--- src/rtl/rx_byte_sequencer.sv ---
// rx_byte_sequencer: assembles strobed serial bits into NUM_BITS-wide words behind a one-deep hold register.
// Optional USB-style bit-stuff skipping is built in when RX_BITSTUFF_SKIP_EN is defined.

module rx_stp_shift_reg #(
    parameter int NUM_BITS  = 8,
    parameter int SHIFT_MSB = 0
) (
    input  logic                clk,
    input  logic                n_rst,
    input  logic                clear,
    input  logic                shift_enable,
    input  logic                serial_in,
    output logic [NUM_BITS-1:0] parallel_out
);

    always_ff @(posedge clk or negedge n_rst) begin
        if (!n_rst) begin
            parallel_out <= '1;
        end else if (clear) begin
            parallel_out <= '1;
        end else if (shift_enable) begin
            if (SHIFT_MSB != 0) begin
                parallel_out <= {parallel_out[NUM_BITS-2:0], serial_in};
            end else begin
                parallel_out <= {serial_in, parallel_out[NUM_BITS-1:1]};
            end
        end
    end

endmodule

module rx_byte_sequencer #(
    parameter int NUM_BITS  = 8,
    parameter int SHIFT_MSB = 0
) (
    input  logic                         clk,
    input  logic                         n_rst,
    input  logic                         enable,
    input  logic                         bit_strobe,
    input  logic                         serial_in,
    input  logic                         eop,
    input  logic                         byte_ready,
    output logic [NUM_BITS-1:0]          byte_data,
    output logic                         byte_valid,
    output logic [$clog2(NUM_BITS+1)-1:0] bit_count,
    output logic                         overrun,
    output logic                         partial_err,
    output logic                         stuff_err
);

    localparam int CW = $clog2(NUM_BITS + 1);
    localparam logic [CW-1:0] LAST_BIT = CW'(NUM_BITS - 1);

    typedef enum logic [1:0] {
        IDLE,
        ACTIVE,
        LOAD
    } state_t;

    state_t              state;
    logic                strobe_ok;
    logic                skip_bit;
    logic                shift_enable;
    logic                last_bit;
    logic                sr_clear;
    logic [NUM_BITS-1:0] sr_out;

    always_comb begin
        strobe_ok    = enable && (state == ACTIVE) && bit_strobe;
        shift_enable = strobe_ok && !skip_bit;
        last_bit     = shift_enable && (bit_count == LAST_BIT);
        // An eop that lands on the final bit completes the word, so the register must keep it.
        sr_clear     = !enable || (eop && !last_bit);
    end

    rx_stp_shift_reg #(
        .NUM_BITS  (NUM_BITS),
        .SHIFT_MSB (SHIFT_MSB)
    ) u_shift_reg (
        .clk          (clk),
        .n_rst        (n_rst),
        .clear        (sr_clear),
        .shift_enable (shift_enable),
        .serial_in    (serial_in),
        .parallel_out (sr_out)
    );

    always_ff @(posedge clk or negedge n_rst) begin
        if (!n_rst) begin
            state       <= IDLE;
            bit_count   <= '0;
            byte_data   <= '0;
            byte_valid  <= 1'b0;
            overrun     <= 1'b0;
            partial_err <= 1'b0;
        end else begin
            partial_err <= 1'b0;
            // Consumer handshake runs in every state so a disabled receiver can still drain.
            if (byte_valid && byte_ready) begin
                byte_valid <= 1'b0;
            end
            if (!enable) begin
                state     <= IDLE;
                bit_count <= '0;
                overrun   <= 1'b0;
            end else begin
                case (state)
                    IDLE: begin
                        state <= ACTIVE;
                    end
                    ACTIVE: begin
                        if (last_bit) begin
                            bit_count <= '0;
                            state     <= LOAD;
                        end else if (eop) begin
                            bit_count   <= '0;
                            partial_err <= (bit_count != '0);
                        end else if (shift_enable) begin
                            bit_count <= bit_count + CW'(1);
                        end
                    end
                    LOAD: begin
                        state <= ACTIVE;
                        // A word arriving in the same cycle as the accept replaces the old one.
                        if (byte_valid && !byte_ready) begin
                            overrun <= 1'b1;
                        end else begin
                            byte_data  <= sr_out;
                            byte_valid <= 1'b1;
                        end
                    end
                    default: begin
                        state <= IDLE;
                    end
                endcase
            end
        end
    end

`ifdef RX_BITSTUFF_SKIP_EN
    logic [2:0] ones_cnt;

    assign skip_bit = strobe_ok && (ones_cnt == 3'd6);

    always_ff @(posedge clk or negedge n_rst) begin
        if (!n_rst) begin
            ones_cnt  <= '0;
            stuff_err <= 1'b0;
        end else begin
            stuff_err <= 1'b0;
            if (!enable || eop) begin
                ones_cnt <= '0;
            end else if (skip_bit) begin
                ones_cnt  <= '0;
                stuff_err <= serial_in;
            end else if (shift_enable) begin
                ones_cnt <= serial_in ? ones_cnt + 3'd1 : 3'd0;
            end
        end
    end
`else
    assign skip_bit  = 1'b0;
    assign stuff_err = 1'b0;
`endif

endmodule
--- config.mk ---
export PLATFORM = sky130hd
export DESIGN_NAME = rx_byte_sequencer
export DESIGN_NICKNAME = d
export VERILOG_FILES = /design/src/rtl/rx_byte_sequencer.sv
export SDC_FILE = /design/constraint.sdc
export NUM_CORES = 1
export LEC_CHECK = 0
export CORE_MARGIN = 4
export CORE_UTILIZATION = 30
export DETAILED_ROUTE_END_ITERATION = 7
export PLACE_DENSITY = 0.56
export SLEW_MARGIN = 20
export SYNTH_ARGS = -nofsm -noshare
export SYNTH_HDL_FRONTEND = slang
export SYNTH_SLANG_ARGS = --single-unit
--- constraint.sdc ---
create_clock -name clk -period 2 [get_ports clk]
set_input_delay 0.3 -clock clk [delete_from_list [all_inputs] [get_ports clk]]
set_output_delay 0.3 -clock clk [all_outputs]
set_load 0.1 [all_outputs]
==> impl_summary.log <==
INFO  metric met1_usage = 0.125
INFO  metric dr.pass1.iters = 4
INFO  metric floorplan.initialDensity = 0.310
INFO  metric path_cells = ha_1, and3b_1, nor2b_1, nor3_1, a21oi_1
INFO  metric rr_endpoint = u_shift_reg.parallel_out[7]$_DFFE_PN1P_
INFO  metric edff_count_synth = 0
INFO  metric drtIter0Drc = 29
INFO  metric hpwl = 1.62 mm
INFO  metric crit_path_max_incr_delay = 450 ps
INFO  metric clock_latency = 270 ps
INFO  metric cts_max_path_buffers = 2
INFO  metric number_of_inserted_diodes = 0
INFO  metric status = complete, no violations
INFO  metric area_growth_syn_to_fin = 27.5%
INFO  metric seq_area_frac_synth = 0.561
INFO  metric wirelength = 2.17 mm
INFO  metric count_of_synthesis_stage_warnings_from_yosys = 0
INFO  metric syn_nets = 113
INFO  metric grt_util_met2 = 0.145
INFO  metric cp_max_fo = 8
INFO  metric cp.arrival = 1890 ps
INFO  metric routed-via-count = 843
INFO  metric cp_top_family = simple AND/OR/NAND/NOR gates
INFO  metric netlist-cell-type-count = 34
INFO  metric route.detailed.drc = 0
INFO  metric finalCriticalPeriod = 1690 ps
INFO  metric timing.final.max_slew_violations = 0
INFO  metric grt_use_met3 = 0.0217
INFO  metric cts_inserted_buffers = 3
INFO  metric async_reset_ff_frac = 1.00
INFO  metric required = 2200 ps
INFO  metric ant_nets = 0
INFO  metric clk_root_buffer_cell = sky130_fd_sc_hd__clkbuf_8
INFO  metric clk_pin_slew_worst_paths = 90 ps
INFO  metric fin_nets = 140
INFO  metric area_of_the_die = 0.00483 mm2
INFO  metric worstSetupStartpointType = flip-flop
INFO  metric max-cap-violations = 0
INFO  metric setup-violations-final = 0
INFO  metric worstMarginPinSlew = 524 ps
INFO  metric post_cts_hold_buffer_count = 0
INFO  metric post_drt_wl_per_cell = 12.2 um
INFO  metric mappedNetlistArea = 0.00113 mm2
INFO  metric maximum_number_of_pins_on_one_net_before_global_route_repair = 26
INFO  metric drt-vias-per-instance = 4.74
INFO  metric critical-path-slowest-cell = sky130_fd_sc_hd__dfrtp_1
INFO  metric timing.critical_path.to_type = flip-flop
INFO  metric fin_crit_sh = 0.845
INFO  metric die-width = 69.5 um
INFO  metric fin_worst_skew = 4.83 ps
INFO  metric die_height = 69.5 um
INFO  metric antenna_found_initial = 0
INFO  metric clock_tree_from_tritoncts = yes
INFO  metric crit-reg2reg-launch = bit_count[0]$_DFFE_PN0P_
INFO  metric syn_inst = 104
INFO  metric timing.reg2reg.worst_path_depth = 5
INFO  metric setup.worst_path.start = bit_count[0]$_DFFE_PN0P_
INFO  metric vias_in_the_first_global_route = 798
INFO  metric hold_viol = 0
INFO  metric post_cts_buffers = 0
INFO  metric gp_routability_congestion = 0.895
INFO  metric count_of_clock_tree_sinks = 25
INFO  metric r2r_setup_slack = 310 ps
INFO  metric critPathBufInv = 0
INFO  metric cts.repair.resized = 0
INFO  metric max_freq = 592 MHz
INFO  metric hold_path_class = primary input to async pin
INFO  metric layout.cells.most_common = sky130_fd_sc_hd__buf_4
INFO  metric setup.worst_path.end = u_shift_reg.parallel_out[7]$_DFFE_PN1P_
INFO  metric p_per_area = 614 mW/mm2
INFO  metric static-leakage-power = 0.641 nW
INFO  metric overflow = 0
INFO  metric power.ir.vdd_worst = 0.253 mV
INFO  metric final.setup.tns = 0 ps
INFO  metric setup_repair_after_global_routing_missed_its_margin = false
INFO  metric max_slew_margin = 0.650
INFO  metric number_of_port_buffers = 21
INFO  metric average_cell_area_after_synthesis = 10.9 um2
INFO  metric drive_above_1_share = 0.354
INFO  metric critical_path_cell_count = 5
INFO  metric synth_ff_type = sky130_fd_sc_hd__dfrtp_1
INFO  metric ios = 23
INFO  metric count_of_standard_cell_rows = 22
INFO  metric final_cell_mix = 19 x sky130_fd_sc_hd__buf_4, 17 x sky130_fd_sc_hd__dfrtp_1, 10 x sky130_fd_sc_hd__nor2_1
INFO  metric synth.ff_latch_count = 25
INFO  metric global_route_wire_length_before_repair = 3.70 mm
INFO  metric clock_tree.htree_level_count = 1
INFO  metric top_usage_layer = met2
INFO  metric floorplan.core_area = 0.00366 mm2
INFO  metric grt_usage = 0.0946
INFO  metric critPathKind = flip-flop to flip-flop
INFO  metric final_core_utilization = 0.395
[how the worst min path moves through the flow]
stage / to
6_report: byte_data[3]$_DFFE_PN0P_
3_3_place_gp: overrun$_DFFE_PN0P_
4_1_cts: byte_data[2]$_DFFE_PN0P_
3_5_place_dp: overrun$_DFFE_PN0P_
5_1_grt: byte_data[3]$_DFFE_PN0P_
2_1_floorplan: bit_count[0]$_DFFE_PN0P_
[worst register-to-register path: stages, from the launching register on]
cell,delay [ps]
sky130_fd_sc_hd__dfrtp_1,450
sky130_fd_sc_hd__ha_1,290
sky130_fd_sc_hd__and3b_1,220
sky130_fd_sc_hd__nor2b_1,430
sky130_fd_sc_hd__nor3_1,90
sky130_fd_sc_hd__a21oi_1,150
[layer usage]
| metal | routed length (um) | share of wire |
|---|---|---|
| met4 | 44 | 0.020 |
| met1 | 1010 | 0.47 |
| met5 | 0 | 0 |
| met2 | 1040 | 0.48 |
| met3 | 76 | 0.035 |
[logic make-up (layout without fill, tap and decap cells)]
kind of cell    count (synthesis)  in the layout  share of synthesized area
simple gates                   37             37                      0.170
flops                          25             25                      0.561
buf+inv                         9             35                     0.0342
fa+ha+maj                       2              2                     0.0221
other cells                     1              1                    0.00331
compound gates                 22             22                      0.130
mux                             8              8                     0.0795
[flip-flops by register name (all words and copies together) (netlist names)]
name	flops
bit_count	4
byte_data	8
byte_valid	1
overrun	1
partial_err	1
state	2
u_shift_reg.parallel_out	8
[cell type report]
| cell class | count | area, um2 |
|---|---|---|
| repair buffers | 26 | 223 |
| fillers | 359 | 2220 |
| well taps | 48 | 60.1 |
| clock inverters | 1 | 7.51 |
| multi-input cells | 70 | 459 |
| clock buffers | 3 | 41.3 |
| flip-flops and latches | 25 | 636 |
| inverters | 5 | 18.8 |
[synthesized netlist by cell type, types with 2 or more instances]
cell | n | share of area
sky130_fd_sc_hd__dfrtp_1 | 17 | 0.38
sky130_fd_sc_hd__nor2_1 | 10 | 0.033
sky130_fd_sc_hd__a21oi_1 | 9 | 0.040
sky130_fd_sc_hd__nor3_1 | 9 | 0.040
sky130_fd_sc_hd__dfstp_2 | 8 | 0.19
sky130_fd_sc_hd__mux2_2 | 8 | 0.079
sky130_fd_sc_hd__nand2_1 | 6 | 0.020
sky130_fd_sc_hd__inv_1 | 4 | 0.013
sky130_fd_sc_hd__o21a_1 | 3 | 0.020
sky130_fd_sc_hd__clkbuf_1 | 2 | 0.0066
sky130_fd_sc_hd__ha_1 | 2 | 0.022
sky130_fd_sc_hd__nand3_1 | 2 | 0.0088
sky130_fd_sc_hd__nor2b_1 | 2 | 0.011
sky130_fd_sc_hd__o21ai_0 | 2 | 0.0088
[power breakdown]
group	switching (W)	internal [W]	leakage (nW)
logic	0.0000506	0.0000249	0.300
clock network	0.000160	0.000141	0.0217
registers	0.00000341	0.000509	0.319
total	0.000213	0.000674	0.641
[through the flow]
stage	cell area [um2]	hold WS, ps	cells	worst slack (ps)	total power (W)
after CTS	1450	398	178	284	0.000903
final	1450	390	178	311	0.000888
after global routing	1450	406	178	133	0.000933
after detailed placement	1400	482	174	132	0.000598
after global placement	1400	475	174	158	0.000597
after floorplan	1130	4.41	104	38.4	0.000561
Power figures use the tool's default switching activity.
